$ cat src/rtl/seq_instrucao.sv
// seq_instrucao: instruction sequencer for a simple multi-cycle processor.
// Walks each instruction through fetch, decode, optional user-input or data
// memory wait, and a single write-back cycle, plus a halt state that waits
// for a resume request.
// Optional feature: define SEQ_CONTADOR_INSTR_EN to build the 32-bit
// retired-instruction counter; otherwise instr_count is tied to zero.
module seq_instrucao (
  input  logic        clk,
  input  logic        rst_n,
  input  logic [4:0]  opcode,
  input  logic        escreveR,
  input  logic        escreveM,
  input  logic        escreverOut,
  input  logic        halt,
  input  logic        jump,
  input  logic        imem_ready,
  input  logic        dmem_ready,
  input  logic        in_valid,
  input  logic        continuar,
  output logic        imem_req,
  output logic        dmem_req,
  output logic        ir_en,
  output logic        pc_en,
  output logic        pc_jump,
  output logic        reg_we,
  output logic        mem_we,
  output logic        out_we,
  output logic        in_ack,
  output logic        halted,
  output logic [31:0] instr_count
);

  typedef enum logic [2:0] {
    BUSCA      = 3'd0,
    DECODIFICA = 3'd1,
    ESPERA_IN  = 3'd2,
    MEMORIA    = 3'd3,
    ESCRITA    = 3'd4,
    PARADO     = 3'd5
  } state_t;

  state_t state_q, state_d;
  logic   is_mem_op;

  // Opcodes that need a data-memory access before write-back
  always_comb begin
    is_mem_op = (opcode == 5'b01111) || (opcode == 5'b10001) ||
                (opcode == 5'b11010) || (opcode == 5'b11011);
  end

  // State register; reset drops straight back to fetch
  always_ff @(posedge clk or negedge rst_n) begin
    if (!rst_n) begin
      state_q <= BUSCA;
    end else begin
      state_q <= state_d;
    end
  end

  // Next-state and strobe decode; outputs are forced low while in reset so
  // nothing (not even the fetch request) leaks out before the first edge
  always_comb begin
    state_d  = state_q;
    imem_req = 1'b0;
    dmem_req = 1'b0;
    ir_en    = 1'b0;
    pc_en    = 1'b0;
    pc_jump  = 1'b0;
    reg_we   = 1'b0;
    mem_we   = 1'b0;
    out_we   = 1'b0;
    in_ack   = 1'b0;
    halted   = 1'b0;

    case (state_q)
      BUSCA: begin
        imem_req = 1'b1;
        if (imem_ready) begin
          ir_en   = 1'b1;
          state_d = DECODIFICA;
        end
      end

      DECODIFICA: begin
        if (halt) begin
          state_d = PARADO;
        end else if (opcode == 5'b00010) begin
          state_d = ESPERA_IN;
        end else if (is_mem_op) begin
          state_d = MEMORIA;
        end else begin
          state_d = ESCRITA;
        end
      end

      ESPERA_IN: begin
        if (in_valid) begin
          in_ack  = 1'b1;
          state_d = ESCRITA;
        end
      end

      MEMORIA: begin
        dmem_req = 1'b1;
        if (dmem_ready) begin
          mem_we  = escreveM;
          state_d = ESCRITA;
        end
      end

      ESCRITA: begin
        reg_we  = escreveR;
        out_we  = escreverOut;
        pc_en   = 1'b1;
        pc_jump = jump;
        state_d = BUSCA;
      end

      PARADO: begin
        halted = 1'b1;
        if (continuar) begin
          pc_en   = 1'b1;
          state_d = BUSCA;
        end
      end

      default: begin
        state_d = BUSCA;
      end
    endcase

    if (!rst_n) begin
      state_d  = BUSCA;
      imem_req = 1'b0;
      dmem_req = 1'b0;
      ir_en    = 1'b0;
      pc_en    = 1'b0;
      pc_jump  = 1'b0;
      reg_we   = 1'b0;
      mem_we   = 1'b0;
      out_we   = 1'b0;
      in_ack   = 1'b0;
      halted   = 1'b0;
    end
  end

`ifdef SEQ_CONTADOR_INSTR_EN
  logic [31:0] count_q, count_d;

  // One retirement per write-back cycle; leaving halt does not count
  always_comb begin
    count_d = count_q;
    if (state_q == ESCRITA) begin
      count_d = count_q + 32'd1;
    end
  end

  // Retired-instruction counter register, wraps naturally at 2^32
  always_ff @(posedge clk or negedge rst_n) begin
    if (!rst_n) begin
      count_q <= 32'd0;
    end else begin
      count_q <= count_d;
    end
  end

  assign instr_count = count_q;
`else
  assign instr_count = 32'd0;
`endif

endmodule

$ cat config.mk
export PLATFORM = sky130hd
export DESIGN_NAME = seq_instrucao
export DESIGN_NICKNAME = d
export VERILOG_FILES = /design/src/rtl/seq_instrucao.sv
export SDC_FILE = /design/constraint.sdc
export NUM_CORES = 1
export LEC_CHECK = 0
export ABC_AREA = 1
export CAP_MARGIN = 20
export CORE_MARGIN = 3
export CORE_UTILIZATION = 33
export CTS_BUF_LIST = sky130_fd_sc_hd__clkbuf_4 sky130_fd_sc_hd__clkbuf_8 sky130_fd_sc_hd__clkbuf_16
export CTS_CLUSTER_SIZE = 25
export DETAILED_ROUTE_END_ITERATION = 8
export PLACE_DENSITY = 0.85
export SKIP_LAST_GASP = 1
export SYNTH_ARGS = -nofsm -noshare
export SYNTH_HDL_FRONTEND = slang
export SYNTH_SLANG_ARGS = --single-unit
$ cat constraint.sdc
create_clock -name clk -period 2.3 [get_ports clk]
set_input_delay 0.69 -clock clk [delete_from_list [all_inputs] [get_ports clk]]
set_output_delay 0.69 -clock clk [all_outputs]
set_load 0.05 [all_outputs]
# == Word level (Yosys, flattened, before mapping) ==
# Cells that the tools add are included.
# word_totals
regBits,3
latch_bits,0
ramBits,0
mem_bits_ro,0
in_bits,16
output_inout_bits,42
n_memories,0
# classes
addsub,0
n_mul,0
div,0
magnitude_cmp,0
eq_ne,14
shift,0
mux,33
n_bitwise,0
reduce_logical,5
# op_table
operator,n
$mux 3,8
$mux 1,23
$eq 5x5->1 const B,3
$pmux 3 s5,1
$ne 3x3->1 const B,4
$eq 3x2->1 const B,2
$eq 3x3->1 const B,2
$eq 5x2->1 const B,1
$eq 5x4->1 const B,1
$reduce_and 4->1,1
$eq 3x1->1 const B,1
$logic_not 3->1,1
$logic_or 1x1->1,3
$pmux 1 s2,1

# == Depth between registers and ports, before layout ==
# depth
ltp_word,9
depth_mapped,12
depth_no_buf,12

# == Worst setup path before layout ==
# OpenSTA, ideal clock, no wires.
# synth_path
path_type,input to output
startpoint,input port rst_n
endpoint,output port in_ack
arrival_ns,2.270
t_required_ns,1.610
setup_slack_ns,-0.660
cell_stages,2
n_path_buf,0
cell_sequence,inv_2 -> nor4_1
# synth_between
elab_chain_cells,1
# synth_lines
item,line_no,source
from (decl),9,"input logic rst_n,"
$mux 1,132,if (!rst_n) begin
to (decl),28,"output logic in_ack,"
# No other way between the ends.

# == Worst setup path in the final report ==
# layout_path
startpoint,input port imem_ready
endpoint,output port ir_en
# layout_between
elab_chain_cells,3
# layout_lines
item,line_no,source
from (decl),16,"input logic imem_ready,"
$mux 1,78,if (imem_ready) begin
$mux 1,75,case (state_q)
$mux 1,132,
to (decl),22,"output logic ir_en,"
# No other way between the ends.

==> results.md <==
- Most area-consuming cells after synthesis: sky130_fd_sc_hd__buf_4 (37%), sky130_fd_sc_hd__nand2_1 (13%), sky130_fd_sc_hd__dfrtp_1 (12%), sky130_fd_sc_hd__inv_1 (7.6%), sky130_fd_sc_hd__nor2_1 (7.6%)
- Number of nets still failing antenna checks after routing: 0
- Final hold viol count: 0
- Gate family responsible for the most delay along the worst path: buffers and inverters
- Overall die height: 50.23 um
- Portion of the clock cycle consumed by the worst path in the final layout: 0.9828
- Core area: ~1800 sq um
- Commonest register cell after synthesis: sky130_fd_sc_hd__dfrtp_1
- Highest ir drop seen on vdd: approximately 0.2 mV
- Cells after Synth: roughly 110
- Dpl cells: between 150 and 200
- Final setup fails: 0
- Per-instance average area after synthesis: roughly 6 sq um
- Number of antenna violations at the first check in global routing: 0
- Total of warnings raised by yosys: 0
- Sequential area share after synthesis: 0.1163
- Vias per Instance: roughly 4
- Switching share of total power: 0.5268
- Met2 usage: 0.2543
- Number of buffers inserted by post-CTS setup repair: 0
- Top-level port count: 58
- Worst-path maximum fanout: 2
- Share of power burned in registers: 0.142
- Fraction of layout instances using a drive strength above 1: 0.2766
- Global-route track usage on met3: 0.02374
- Type of the most critical hold path: input port to asynchronous set/reset pin
- Power spent charging and discharging nets: between 0.0002 and 0.0003 W
- Horizontal die dimension: roughly 50 um
- Clk pwr share: 0.211
- Via Count: 666
- Die footprint: roughly 2500 sq um
- Max FFs per register: 3
- Max-cap violations: 0
- Level count of the clock H-tree: 1
- Clock tree from TritonCTS: yes
- Required time reported for the critical path endpoint: ~1600 ps
- Synthesized cell area: around 650 sq um
- Standby leakage power: ~0.55 nW
- Overall global routing resource usage: 0.1259
- Initial Util: 0.3621
- Cell-by-cell trace of the critical path: clkdlybuf4s50_1 > nor3b_4 > buf_12
- Launching element type of the critical path: input port
- Iter 0 DRT Violations: 8
- Cell type contributing the most total cell area after synthesis: sky130_fd_sc_hd__buf_4
- Maximum buffer depth of the clock tree: 2
- Via count of the first global-routing pass: 630
- Fin crit period: around 2300 ps
- Relative area change from synthesis to final layout: 57.17%
- Netlist cell types: 19
- Most frequent standard cell in the layout excluding fill and tap cells: sky130_fd_sc_hd__conb_1
- Placed wire-length estimate after detailed placement: 1.398 mm
- Proportion of netlist area held by the largest area contributor: 0.3721
- Largest register by flop count: state_q
- Placement Cell Area: 954.7 sq um
- Clock transition at the registers of the reported paths: 40 ps
- Clock Tree Root: sky130_fd_sc_hd__clkbuf_4
- Number of standard cells in the final layout excluding fillers: approximately 170
- Port Buffers: 25
- Logic gate share of total power: 0.648
- Cell type of the slowest stage on the worst timing path: sky130_fd_sc_hd__clkdlybuf4s50_1
- Total wirelength of the detailed-routed design: between 1.5 and 2 mm
- Final setup skew: around 4.2 ps
- Filler instances: 163
- Result of the run: finished, final reports clean
- Power density over the cells: between 400 and 500 nW/um^2
- Final non-filler cell area: slightly above 1000 sq um
- Worst setup EP type: output pin
- Number of max-slew violations in the final report: 0
- Async S/R FF share, synth: 1.000
- Most frequent cells in the layout: sky130_fd_sc_hd__conb_1 (32), sky130_fd_sc_hd__nand2_1 (22), sky130_fd_sc_hd__clkdlybuf4s50_1 (13), sky130_fd_sc_hd__inv_1 (12), sky130_fd_sc_hd__buf_12 (10)
- M1 GR Usage: 0.1169
- Wire length of the first global-routing pass: ~2.5 mm
- Std cell rows: 15
- Detailed-route DRC error count: 0
- Maximum number of pins on one net before global-route repair: 6
- Clock tree sinks: 3
- CTS hold repair buffers: 0
- Data arrival, critical path: about 1600 ps
- Type of the worst setup path: input port to output pin
- Drt wl/cell: around 9.9 um
- Antenna fix cells: 0
- Count of flip-flops with a built-in enable after synthesis: 0
- Max Freq: 442.4 MHz
- CTS buffer count: 3
- Top flop regs: state_q x3
- Number of nets in the layout: ~160
- #FFs+latches synth: 3
- Internal portion of total power: around 0.00024 W
- Insertion delay to the later sink of the worst-skew pair: 240 ps
- Congestion Overflow GR: 0
- Final Util: 0.5691
- Most heavily used metal layer in global routing: met2
- RD Place Congestion: 0.8134
- Number of buffer and inverter instances along the worst setup path: 2
- Crit-path max cell delay: 490 ps
- Initial DRT Pass Iterations: 4
[area by class of cell]
class,instances,area (sq um),share of cell area
tap,25,31.28,0.03083
timing repair buffer,30,390.4,0.3847
sequential,3,75.07,0.07398
clock buffer,4,30.03,0.02959
multi-input combinational,86,406.6,0.4007
inverter,18,81.33,0.08015
[cell usage after synthesis, types with 3 or more instances]
| master | n |
|---|---|
| sky130_fd_sc_hd__buf_4 | 32 |
| sky130_fd_sc_hd__nand2_1 | 22 |
| sky130_fd_sc_hd__inv_1 | 13 |
| sky130_fd_sc_hd__nor2_1 | 13 |
| sky130_fd_sc_hd__inv_2 | 4 |
| sky130_fd_sc_hd__dfrtp_1 | 3 |
| sky130_fd_sc_hd__nand2_2 | 3 |
| sky130_fd_sc_hd__nand3_1 | 3 |
| sky130_fd_sc_hd__nor2_2 | 3 |
| sky130_fd_sc_hd__o21ai_1 | 3 |
[path summary, 6_finish.rpt]
path | startpoint | to | slack (ps) | depth (start not counted)
worst max-delay path | imem_ready | ir_en | 40 | 3
worst min-delay path | rst_n | state_q[2] | 540 | 2
worst max register to register | state_q[2] | state_q[0] | 890 | 9
worst min register to register | state_q[1] | state_q[1] | 570 | 2
max in group asynchronous | rst_n | state_q[1] | 1660 | 2
min in group clk | state_q[1] | state_q[1] | 570 | 2
[repair_timing]
item                                    in CTS  in global routing
endpoints found under the setup margin       9                  6
resized for setup                            6                  5
pin swaps                                    1                  1
[layer usage]
metal / up-vias / part of all wire
li1: 327 / -
met4: 0 / 0.0086
met1: 306 / 0.32
met2: 31 / 0.59
met5: - / 0
met3: 2 / 0.076
[kinds of logic after synthesis]
logic type,after synthesis,synth area share
buffers and inverters,50,0.4981
AO/OA/AOI/OAI,6,0.05619
other,1,0.005808
flip-flops,3,0.1163
AND/OR/NAND/NOR,48,0.3237
[metrics by stage]
step	setup WS [ps]	total power, W	hold slack (ps)	setup TNS [ps]
after floorplan	-97.05	0.0003348	394.4	-185.7
after global placement	-247.9	0.0003814	561.9	-1407
after detailed placement	-258.7	0.0003890	563.2	-1544
after CTS	25.26	0.0005012	572.3	0
after global routing	-8.065	0.0005342	574.7	-8.065
final	39.62	0.0005068	540.4	0
[power by group through the flow]
stage / sequential [W] / combinational, W / clock (W)
4_1_cts: 0.0000712 / 0.000323 / 0.000107
3_5_place_dp: 0.0000705 / 0.000319 / 0
5_1_grt: 0.0000733 / 0.000347 / 0.000114
3_3_place_gp: 0.0000696 / 0.000312 / 0
2_1_floorplan: 0.0000684 / 0.000266 / 0
6_report: 0.0000719 / 0.000328 / 0.000107
Power figures use the tool's default switching activity.
